===== config.mk =====
export PLATFORM = sky130hd
export DESIGN_NAME = id_ex_stage_flat
export DESIGN_NICKNAME = d
export VERILOG_FILES = /design/src/rtl/id_ex_stage_pkg.sv /design/src/rtl/id_ex_stage_if.sv /design/src/rtl/id_ex_stage_load_use_detect.sv /design/src/rtl/id_ex_stage.sv /design/src/flat_wrapper.sv
export SDC_FILE = /design/constraint.sdc
export NUM_CORES = 1
export LEC_CHECK = 0
export CAP_MARGIN = 15
export CORE_AREA = 2 2 151 153
export CTS_BUF_LIST = sky130_fd_sc_hd__clkbuf_4
export CTS_CLUSTER_DIAMETER = 80
export DETAILED_ROUTE_END_ITERATION = 7
export DIE_AREA = 0 0 153 155
export GPL_TIMING_DRIVEN = 0
export PLACE_DENSITY_LB_ADDON = 0.12
export SLEW_MARGIN = 10
export SYNTH_ARGS = -nofsm -noshare
export SYNTH_HDL_FRONTEND = slang
export SYNTH_HIERARCHICAL = 1
export SYNTH_SLANG_ARGS = --single-unit

===== constraint.sdc =====
create_clock -name clk -period 18.9 [get_ports clk]
set_input_delay 2.835 -clock clk [delete_from_list [all_inputs] [get_ports clk]]
set_output_delay 2.835 -clock clk [all_outputs]
set_load 0.01 [all_outputs]

===== src/rtl/id_ex_stage_pkg.sv =====
// ===========================================================================
// id_ex_stage_pkg : shared pipeline encodings (operand selects, branch kinds,
//                   RF write-data selects) and the ID/EX control bundle.
// Revision 1.0
// ===========================================================================
`default_nettype none

package id_ex_stage_pkg;

  localparam logic       ALU_ASEL_RD1  = 1'b0;
  localparam logic       ALU_ASEL_PC   = 1'b1;

  localparam logic [1:0] ALU_BSEL_RD2  = 2'b00;
  localparam logic [1:0] ALU_BSEL_IMM  = 2'b01;
  localparam logic [1:0] ALU_BSEL_LVRD = 2'b10;

  localparam logic [1:0] BR_NONE       = 2'b00;
  localparam logic [1:0] BR_COND       = 2'b01;
  localparam logic [1:0] BR_JAL        = 2'b10;
  localparam logic [1:0] BR_JALR       = 2'b11;

  localparam logic [1:0] RF_WSEL_ALU   = 2'b00;
  localparam logic [1:0] RF_WSEL_DRAM  = 2'b01;
  localparam logic [1:0] RF_WSEL_PC4   = 2'b10;
  localparam logic [1:0] RF_WSEL_IMM   = 2'b11;

  typedef struct packed {
    logic       alu_asel;
    logic [1:0] alu_bsel;
    logic [3:0] alu_op;
    logic [1:0] rf_we;
    logic [1:0] rf_wsel;
    logic [1:0] ram_we;
    logic       is_load;
    logic [1:0] branch;
  } ctrl_t;

  // A bubble must never write state, so every control field is cleared.
  localparam ctrl_t CTRL_BUBBLE = '0;

endpackage

`default_nettype wire


===== src/rtl/id_ex_stage_if.sv =====
// ===========================================================================
// id_ex_stage_if : ID-side inputs, ID/EX register outputs and stall/flush
//                  status of the ID/EX stage.
// Revision 1.0
// ===========================================================================
`default_nettype none

interface id_ex_stage_if #(
  parameter int DW    = 32,
  parameter int CNT_W = 32
);
  logic             id_valid;
  logic [DW-1:0]    id_pc, id_rD1, id_rD2, id_imm;
  logic [4:0]       id_rR1, id_rR2, id_wR;
  logic             id_alu_asel;
  logic [1:0]       id_alu_bsel;
  logic [3:0]       id_alu_op;
  logic [1:0]       id_rf_we, id_rf_wsel, id_ram_we;
  logic             id_is_load;
  logic [1:0]       id_branch;
  logic             ex_br_taken;

  logic             ID_EX_valid;
  logic [DW-1:0]    ID_EX_pc, ID_EX_rD1, ID_EX_rD2, ID_EX_imm;
  logic [4:0]       ID_EX_rR1, ID_EX_rR2, ID_EX_wR;
  logic             ID_EX_alu_asel;
  logic [1:0]       ID_EX_alu_bsel;
  logic [3:0]       ID_EX_alu_op;
  logic [1:0]       ID_EX_rf_we, ID_EX_rf_wsel, ID_EX_ram_we;
  logic             ID_EX_is_load;
  logic [1:0]       ID_EX_branch;

  logic             stall_pc, stall_if_id;
  logic [CNT_W-1:0] stall_cnt, flush_cnt;

  modport master (
    output id_valid, id_pc, id_rD1, id_rD2, id_imm, id_rR1, id_rR2, id_wR,
           id_alu_asel, id_alu_bsel, id_alu_op, id_rf_we, id_rf_wsel,
           id_ram_we, id_is_load, id_branch, ex_br_taken,
    input  ID_EX_valid, ID_EX_pc, ID_EX_rD1, ID_EX_rD2, ID_EX_imm,
           ID_EX_rR1, ID_EX_rR2, ID_EX_wR, ID_EX_alu_asel, ID_EX_alu_bsel,
           ID_EX_alu_op, ID_EX_rf_we, ID_EX_rf_wsel, ID_EX_ram_we,
           ID_EX_is_load, ID_EX_branch,
           stall_pc, stall_if_id, stall_cnt, flush_cnt
  );

  modport slave (
    input  id_valid, id_pc, id_rD1, id_rD2, id_imm, id_rR1, id_rR2, id_wR,
           id_alu_asel, id_alu_bsel, id_alu_op, id_rf_we, id_rf_wsel,
           id_ram_we, id_is_load, id_branch, ex_br_taken,
    output ID_EX_valid, ID_EX_pc, ID_EX_rD1, ID_EX_rD2, ID_EX_imm,
           ID_EX_rR1, ID_EX_rR2, ID_EX_wR, ID_EX_alu_asel, ID_EX_alu_bsel,
           ID_EX_alu_op, ID_EX_rf_we, ID_EX_rf_wsel, ID_EX_ram_we,
           ID_EX_is_load, ID_EX_branch,
           stall_pc, stall_if_id, stall_cnt, flush_cnt
  );
endinterface

`default_nettype wire


===== src/rtl/id_ex_stage_load_use_detect.sv =====
// ===========================================================================
// load_use_detect : flags an ID instruction whose ALU operand needs the
//                   result of the load currently sitting in EX.
// Revision 1.0
// ===========================================================================
`default_nettype none

module load_use_detect
  import id_ex_stage_pkg::*;
(
  input  logic       ex_valid_i,
  input  logic       ex_is_load_i,
  input  logic [4:0] ex_wR_i,
  input  logic       id_valid_i,
  input  logic       id_alu_asel_i,
  input  logic [1:0] id_alu_bsel_i,
  input  logic [4:0] id_rR1_i,
  input  logic [4:0] id_rR2_i,
  input  logic [4:0] id_wR_i,
  output logic       load_use_o
);

  logic w_ex_load;
  logic w_hit_a, w_hit_b, w_hit_lvrd;

  assign w_ex_load  = ex_valid_i & ex_is_load_i & (ex_wR_i != 5'd0);
  assign w_hit_a    = (id_alu_asel_i == ALU_ASEL_RD1)  & (id_rR1_i == ex_wR_i);
  assign w_hit_b    = (id_alu_bsel_i == ALU_BSEL_RD2)  & (id_rR2_i == ex_wR_i);
  // Store data is forwarded at MEM, so only the LVRD use of wR stalls here.
  assign w_hit_lvrd = (id_alu_bsel_i == ALU_BSEL_LVRD) & (id_wR_i == ex_wR_i);

  assign load_use_o = w_ex_load & id_valid_i & (w_hit_a | w_hit_b | w_hit_lvrd);

endmodule

`default_nettype wire


===== src/rtl/id_ex_stage.sv =====
// ===========================================================================
// id_ex_stage : ID/EX pipeline register with load-use interlock, branch
//               flush and wrapping stall/flush event counters.
// Revision 1.0
// ===========================================================================
`default_nettype none

module id_ex_stage
  import id_ex_stage_pkg::*;
#(
  parameter int DW    = 32,
  parameter int CNT_W = 32
) (
  input  logic          clk,
  input  logic          rst,
  id_ex_stage_if.slave  bus
);

  logic             w_load_use, w_stall, w_bubble;
  ctrl_t            w_id_ctrl;

  logic             valid_q, valid_d;
  ctrl_t            ctrl_q, ctrl_d;
  logic [DW-1:0]    pc_q, pc_d, rd1_q, rd1_d, rd2_q, rd2_d, imm_q, imm_d;
  logic [4:0]       rr1_q, rr1_d, rr2_q, rr2_d, wr_q, wr_d;
  logic [CNT_W-1:0] stall_cnt_q, stall_cnt_d, flush_cnt_q, flush_cnt_d;

  load_use_detect u_load_use_detect (
    .ex_valid_i    (valid_q),
    .ex_is_load_i  (ctrl_q.is_load),
    .ex_wR_i       (wr_q),
    .id_valid_i    (bus.id_valid),
    .id_alu_asel_i (bus.id_alu_asel),
    .id_alu_bsel_i (bus.id_alu_bsel),
    .id_rR1_i      (bus.id_rR1),
    .id_rR2_i      (bus.id_rR2),
    .id_wR_i       (bus.id_wR),
    .load_use_o    (w_load_use)
  );

  // A taken branch discards the ID instruction, so it must not also stall.
  assign w_stall  = w_load_use & ~bus.ex_br_taken;
  assign w_bubble = bus.ex_br_taken | w_load_use;

  assign w_id_ctrl = '{
    alu_asel: bus.id_alu_asel,
    alu_bsel: bus.id_alu_bsel,
    alu_op:   bus.id_alu_op,
    rf_we:    bus.id_rf_we,
    rf_wsel:  bus.id_rf_wsel,
    ram_we:   bus.id_ram_we,
    is_load:  bus.id_is_load,
    branch:   bus.id_branch
  };

  always_comb begin
    valid_d = 1'b0;
    ctrl_d  = CTRL_BUBBLE;
    pc_d    = '0;
    rd1_d   = '0;
    rd2_d   = '0;
    imm_d   = '0;
    rr1_d   = '0;
    rr2_d   = '0;
    wr_d    = '0;
    if (!w_bubble) begin
      valid_d = bus.id_valid;
      ctrl_d  = w_id_ctrl;
      pc_d    = bus.id_pc;
      rd1_d   = bus.id_rD1;
      rd2_d   = bus.id_rD2;
      imm_d   = bus.id_imm;
      rr1_d   = bus.id_rR1;
      rr2_d   = bus.id_rR2;
      wr_d    = bus.id_wR;
    end
  end

  always_comb begin
    stall_cnt_d = stall_cnt_q;
    flush_cnt_d = flush_cnt_q;
    if (w_stall)         stall_cnt_d = stall_cnt_q + CNT_W'(1);
    if (bus.ex_br_taken) flush_cnt_d = flush_cnt_q + CNT_W'(1);
  end

  always_ff @(posedge clk or posedge rst) begin
    if (rst) begin
      valid_q     <= 1'b0;
      ctrl_q      <= CTRL_BUBBLE;
      pc_q        <= '0;
      rd1_q       <= '0;
      rd2_q       <= '0;
      imm_q       <= '0;
      rr1_q       <= '0;
      rr2_q       <= '0;
      wr_q        <= '0;
      stall_cnt_q <= '0;
      flush_cnt_q <= '0;
    end else begin
      valid_q     <= valid_d;
      ctrl_q      <= ctrl_d;
      pc_q        <= pc_d;
      rd1_q       <= rd1_d;
      rd2_q       <= rd2_d;
      imm_q       <= imm_d;
      rr1_q       <= rr1_d;
      rr2_q       <= rr2_d;
      wr_q        <= wr_d;
      stall_cnt_q <= stall_cnt_d;
      flush_cnt_q <= flush_cnt_d;
    end
  end

  assign bus.ID_EX_valid    = valid_q;
  assign bus.ID_EX_pc       = pc_q;
  assign bus.ID_EX_rD1      = rd1_q;
  assign bus.ID_EX_rD2      = rd2_q;
  assign bus.ID_EX_imm      = imm_q;
  assign bus.ID_EX_rR1      = rr1_q;
  assign bus.ID_EX_rR2      = rr2_q;
  assign bus.ID_EX_wR       = wr_q;
  assign bus.ID_EX_alu_asel = ctrl_q.alu_asel;
  assign bus.ID_EX_alu_bsel = ctrl_q.alu_bsel;
  assign bus.ID_EX_alu_op   = ctrl_q.alu_op;
  assign bus.ID_EX_rf_we    = ctrl_q.rf_we;
  assign bus.ID_EX_rf_wsel  = ctrl_q.rf_wsel;
  assign bus.ID_EX_ram_we   = ctrl_q.ram_we;
  assign bus.ID_EX_is_load  = ctrl_q.is_load;
  assign bus.ID_EX_branch   = ctrl_q.branch;
  assign bus.stall_pc       = w_stall;
  assign bus.stall_if_id    = w_stall;
  assign bus.stall_cnt      = stall_cnt_q;
  assign bus.flush_cnt      = flush_cnt_q;

endmodule

`default_nettype wire


===== src/flat_wrapper.sv =====
// flat-port wrapper written by rule: the top's interface ports become plain ports
module id_ex_stage_flat import id_ex_stage_pkg::*;
#(
  parameter int DW    = 32,
  parameter int CNT_W = 32
)
  (clk, rst, bus_id_valid, bus_id_pc, bus_id_rD1, bus_id_rD2, bus_id_imm, bus_id_rR1, bus_id_rR2, bus_id_wR, bus_id_alu_asel, bus_id_alu_bsel, bus_id_alu_op, bus_id_rf_we, bus_id_rf_wsel, bus_id_ram_we, bus_id_is_load, bus_id_branch, bus_ex_br_taken, bus_ID_EX_valid, bus_ID_EX_pc, bus_ID_EX_rD1, bus_ID_EX_rD2, bus_ID_EX_imm, bus_ID_EX_rR1, bus_ID_EX_rR2, bus_ID_EX_wR, bus_ID_EX_alu_asel, bus_ID_EX_alu_bsel, bus_ID_EX_alu_op, bus_ID_EX_rf_we, bus_ID_EX_rf_wsel, bus_ID_EX_ram_we, bus_ID_EX_is_load, bus_ID_EX_branch, bus_stall_pc, bus_stall_if_id, bus_stall_cnt, bus_flush_cnt);
  id_ex_stage_if #(.DW(DW), .CNT_W(CNT_W)) bus_i ();
  input  logic clk;
  input  logic rst;
  input wire logic [$bits(bus_i.id_valid)-1:0] bus_id_valid;
  input wire logic [$bits(bus_i.id_pc)-1:0] bus_id_pc;
  input wire logic [$bits(bus_i.id_rD1)-1:0] bus_id_rD1;
  input wire logic [$bits(bus_i.id_rD2)-1:0] bus_id_rD2;
  input wire logic [$bits(bus_i.id_imm)-1:0] bus_id_imm;
  input wire logic [$bits(bus_i.id_rR1)-1:0] bus_id_rR1;
  input wire logic [$bits(bus_i.id_rR2)-1:0] bus_id_rR2;
  input wire logic [$bits(bus_i.id_wR)-1:0] bus_id_wR;
  input wire logic [$bits(bus_i.id_alu_asel)-1:0] bus_id_alu_asel;
  input wire logic [$bits(bus_i.id_alu_bsel)-1:0] bus_id_alu_bsel;
  input wire logic [$bits(bus_i.id_alu_op)-1:0] bus_id_alu_op;
  input wire logic [$bits(bus_i.id_rf_we)-1:0] bus_id_rf_we;
  input wire logic [$bits(bus_i.id_rf_wsel)-1:0] bus_id_rf_wsel;
  input wire logic [$bits(bus_i.id_ram_we)-1:0] bus_id_ram_we;
  input wire logic [$bits(bus_i.id_is_load)-1:0] bus_id_is_load;
  input wire logic [$bits(bus_i.id_branch)-1:0] bus_id_branch;
  input wire logic [$bits(bus_i.ex_br_taken)-1:0] bus_ex_br_taken;
  output wire logic [$bits(bus_i.ID_EX_valid)-1:0] bus_ID_EX_valid;
  output wire logic [$bits(bus_i.ID_EX_pc)-1:0] bus_ID_EX_pc;
  output wire logic [$bits(bus_i.ID_EX_rD1)-1:0] bus_ID_EX_rD1;
  output wire logic [$bits(bus_i.ID_EX_rD2)-1:0] bus_ID_EX_rD2;
  output wire logic [$bits(bus_i.ID_EX_imm)-1:0] bus_ID_EX_imm;
  output wire logic [$bits(bus_i.ID_EX_rR1)-1:0] bus_ID_EX_rR1;
  output wire logic [$bits(bus_i.ID_EX_rR2)-1:0] bus_ID_EX_rR2;
  output wire logic [$bits(bus_i.ID_EX_wR)-1:0] bus_ID_EX_wR;
  output wire logic [$bits(bus_i.ID_EX_alu_asel)-1:0] bus_ID_EX_alu_asel;
  output wire logic [$bits(bus_i.ID_EX_alu_bsel)-1:0] bus_ID_EX_alu_bsel;
  output wire logic [$bits(bus_i.ID_EX_alu_op)-1:0] bus_ID_EX_alu_op;
  output wire logic [$bits(bus_i.ID_EX_rf_we)-1:0] bus_ID_EX_rf_we;
  output wire logic [$bits(bus_i.ID_EX_rf_wsel)-1:0] bus_ID_EX_rf_wsel;
  output wire logic [$bits(bus_i.ID_EX_ram_we)-1:0] bus_ID_EX_ram_we;
  output wire logic [$bits(bus_i.ID_EX_is_load)-1:0] bus_ID_EX_is_load;
  output wire logic [$bits(bus_i.ID_EX_branch)-1:0] bus_ID_EX_branch;
  output wire logic [$bits(bus_i.stall_pc)-1:0] bus_stall_pc;
  output wire logic [$bits(bus_i.stall_if_id)-1:0] bus_stall_if_id;
  output wire logic [$bits(bus_i.stall_cnt)-1:0] bus_stall_cnt;
  output wire logic [$bits(bus_i.flush_cnt)-1:0] bus_flush_cnt;
  assign bus_i.id_valid = bus_id_valid;
  assign bus_i.id_pc = bus_id_pc;
  assign bus_i.id_rD1 = bus_id_rD1;
  assign bus_i.id_rD2 = bus_id_rD2;
  assign bus_i.id_imm = bus_id_imm;
  assign bus_i.id_rR1 = bus_id_rR1;
  assign bus_i.id_rR2 = bus_id_rR2;
  assign bus_i.id_wR = bus_id_wR;
  assign bus_i.id_alu_asel = bus_id_alu_asel;
  assign bus_i.id_alu_bsel = bus_id_alu_bsel;
  assign bus_i.id_alu_op = bus_id_alu_op;
  assign bus_i.id_rf_we = bus_id_rf_we;
  assign bus_i.id_rf_wsel = bus_id_rf_wsel;
  assign bus_i.id_ram_we = bus_id_ram_we;
  assign bus_i.id_is_load = bus_id_is_load;
  assign bus_i.id_branch = bus_id_branch;
  assign bus_i.ex_br_taken = bus_ex_br_taken;
  assign bus_ID_EX_valid = bus_i.ID_EX_valid;
  assign bus_ID_EX_pc = bus_i.ID_EX_pc;
  assign bus_ID_EX_rD1 = bus_i.ID_EX_rD1;
  assign bus_ID_EX_rD2 = bus_i.ID_EX_rD2;
  assign bus_ID_EX_imm = bus_i.ID_EX_imm;
  assign bus_ID_EX_rR1 = bus_i.ID_EX_rR1;
  assign bus_ID_EX_rR2 = bus_i.ID_EX_rR2;
  assign bus_ID_EX_wR = bus_i.ID_EX_wR;
  assign bus_ID_EX_alu_asel = bus_i.ID_EX_alu_asel;
  assign bus_ID_EX_alu_bsel = bus_i.ID_EX_alu_bsel;
  assign bus_ID_EX_alu_op = bus_i.ID_EX_alu_op;
  assign bus_ID_EX_rf_we = bus_i.ID_EX_rf_we;
  assign bus_ID_EX_rf_wsel = bus_i.ID_EX_rf_wsel;
  assign bus_ID_EX_ram_we = bus_i.ID_EX_ram_we;
  assign bus_ID_EX_is_load = bus_i.ID_EX_is_load;
  assign bus_ID_EX_branch = bus_i.ID_EX_branch;
  assign bus_stall_pc = bus_i.stall_pc;
  assign bus_stall_if_id = bus_i.stall_if_id;
  assign bus_stall_cnt = bus_i.stall_cnt;
  assign bus_flush_cnt = bus_i.flush_cnt;
  id_ex_stage #(.DW(DW), .CNT_W(CNT_W)) u_core (.clk(clk), .rst(rst), .bus(bus_i));
endmodule

==> metrics.csv <==
metric,value,unit
status,"finished, final reports clean",
synth_fp_nets,772,
tns,0,ns
syn_to_final_growth,61.5,%
gp_congestion,0.827,
antenna_found_initial,1,
drv_slew,0,
wirelength,23900,µm
cp.buffers_inverters,4,
vdd_ir_drop_max,0.0000635,V
io_pins,389,
synth_cell_type_count,29,
fmax,120,MHz
dieArea,23700,µm²
grt_pass1_vias,6366,
cts_buffers,60,
vias,6095,
max-cap-violations,0,
avgViaCountPerCell,4.39,
worstPathArrival,5.50,ns
drtIter0Drc,244,
final_antenna_net_count,0,
initial_core_util,0.367,
slowest_stage,clkdlybuf4s50_1,
critPathRequiredTime,16.07,ns
fin_crit,8.34,ns
grtUsageTotal,0.202,
fillers,1871,
final_nets,1222,
grt_max_degree,119,
syn_area_per_cell,13.5,µm²
die_w,153,µm
avgRoutedWirePerCell,17.3,µm
grt_first_pass_wirelength,36900,µm
ctsHoldBuffers,0,
synth.area.top_cells,"dfrtp_1 69%, and2_1 12%, xnor2_1 6.4%",
leakagePower,5.86,nW
endpoint_kind,primary output,
ys_warn_count,6,
worstMarginPinSlew,0.767,ns
ys.flop_type,dfrtp_1,
path_clk_slew,0.07,ns
numPortBuffers,387,
path_cells,"clkdlybuf4s50_1, xnor2_1, nand4_1, nor4b_1, nor3_1, nor2_1, nor2b_1, clkbuf_1, buf_4, clkdlybuf4s50_1",
yosysTopAreaCell,dfrtp_1,
worstSetupPathType,in -> out,
path_max_fanout,6,
hold_violations,0,
fin_skew,0.0363,ns
start_kind,input pin,
grt_setup_unrepaired,no,
max_stage_delay,0.52,ns
utilization,0.593,
num_rows,55,
seq_area_frac_synth,0.686,
cts_sinks,224,
die_h,155,µm
clk_path_buf_depth,3,
relSlewSlack,0.488,
htree_levels,2,
cpLargestDelayFamily,buffers and inverters,
dp_hpwl,18000,µm
drt_pass1_iterations,4,
yosysMostFrequentCell,dfrtp_1,
ys_top_cells_by_count,"224 x dfrtp_1, 160 x and2_1, 60 x xnor2_1",
powerDensity,82.2,nW/µm²
post_cts_buffers,0,
drive_gt1_frac,0.0954,
cts_tree,built,
cp_common_cell,clkdlybuf4s50_1,
finalSetupViolations,0,
grt.overflow.total,0,
synth_seq_cells,224,
clock_latency,0.66,ns
core,22200,µm²
synth_top_area_frac,0.686,
syn-cell-area,8170,µm²
synth-edff-count,0,
hp-class,reg -> reg,
period_share,0.441,
cts_resized,0,
postSynthCellCount,607,
drc,0,
async_flop_share,1.00,
cts-root-buf,clkbuf_4,
-- power breakdown --
group	switching [mW]	internal (mW)	total [mW]
registers	0.0184	0.504	0.522
logic	0.0560	0.0887	0.145
clock network	0.194	0.224	0.418
-- per-layer routing --
layer | share of wire | global-route usage | up-vias
met5 | 0 | 0 | -
met1 | 0.36 | 0.222 | 2888
met4 | 0.029 | 0.0710 | 0
met2 | 0.51 | 0.347 | 259
li1 | - | - | 2895
met3 | 0.10 | 0.0936 | 53
-- stage by stage --
step / power, mW / cells / setup slack (ns) / hold slack [ns] / cell area (µm²)
CTS: 1.10 / 1386 / 10.51 / 0.475 / 13200
global placement: 0.676 / 1279 / 7.00 / 0.462 / 12400
detailed placement: 0.678 / 1280 / 10.52 / 0.467 / 12400
finish: 1.08 / 1387 / 10.56 / 0.469 / 13200
global route: 1.15 / 1387 / 10.35 / 0.517 / 13200
floorplan: 0.578 / 607 / 9.93 / 0.508 / 8170
-- cell usage in the layout (no fill, tap or decap), types with 2 or more instances in the layout --
master           count
clkbuf_1            20
dfrtp_1            224
clkinv_2             3
xnor2_1             60
nand4_1             25
clkinv_1            14
and4_1               4
nor4_4               4
nor2_1              11
nor3_1               7
and2_1             160
clkdlybuf4s50_1    387
and3_1               7
ha_1                 2
xor2_1              17
mux2_2               2
nand3_1             21
nor4_1               5
inv_1                2
clkbuf_4            87
nand2_1             23
-- path summary, 6_finish.rpt --
| path | start | endpoint | slack, ns | cells after the start |
|---|---|---|---|---|
| worst max register to register | u_core/bus.ID_EX_wR[3] | u_core/bus.ID_EX_rD2[8] | 15.86 | 7 |
| worst min register to register | u_core/bus.flush_cnt[31] | u_core/bus.flush_cnt[31] | 0.47 | 1 |
| worst max-delay path | bus_id_wR[3] | bus_stall_pc | 10.56 | 10 |
| worst min-delay path | u_core/bus.flush_cnt[31] | u_core/bus.flush_cnt[31] | 0.47 | 1 |
| min in group asynchronous | rst | u_core/bus.ID_EX_pc[19] | 2.69 | 2 |
| max in group asynchronous | rst | u_core/bus.ID_EX_wR[1] | 15.13 | 3 |
-- cell families (layout without fill, tap and decap cells) --
family,after synthesis,count (layout),share of synthesized area
xor+xnor,77,77,0.0826
buf+inv,25,519,0.0129
mux,2,2,0.00276
flops,224,224,0.686
fa+ha+maj,2,2,0.00306
simple gates,276,276,0.211
other cells,0,1,0
compound gates,1,1,0.00107
-- area by class of cell --
type / count / area, µm² / area share
Clock buffer: 87 / 653 / 0.0495
Clock inverter: 19 / 101 / 0.00769
Inverter: 3 / 18.8 / 0.00142
Tap cell: 285 / 357 / 0.0270
Antenna cell: 1 / 2.50 / 0.000190
Multi-Input combinational cell: 358 / 2450 / 0.186
Sequential cell: 224 / 5610 / 0.425
Timing Repair Buffer: 388 / 3900 / 0.296
Buffer: 22 / 93.8 / 0.00712
-- registers in the layout, indices dropped and copies added (netlist names), 2 cells and up --
name and count:
u_core/bus.ID_EX_alu_bsel 2, u_core/bus.ID_EX_alu_op 4, u_core/bus.ID_EX_branch 2, u_core/bus.ID_EX_imm 32, u_core/bus.ID_EX_pc 32, u_core/bus.ID_EX_rD1 32, u_core/bus.ID_EX_rD2 32, u_core/bus.ID_EX_rR1 5
u_core/bus.ID_EX_rR2 5, u_core/bus.ID_EX_ram_we 2, u_core/bus.ID_EX_rf_we 2, u_core/bus.ID_EX_rf_wsel 2, u_core/bus.ID_EX_wR 5, u_core/bus.flush_cnt 32, u_core/bus.stall_cnt 32
Power figures use the tool's default switching activity.
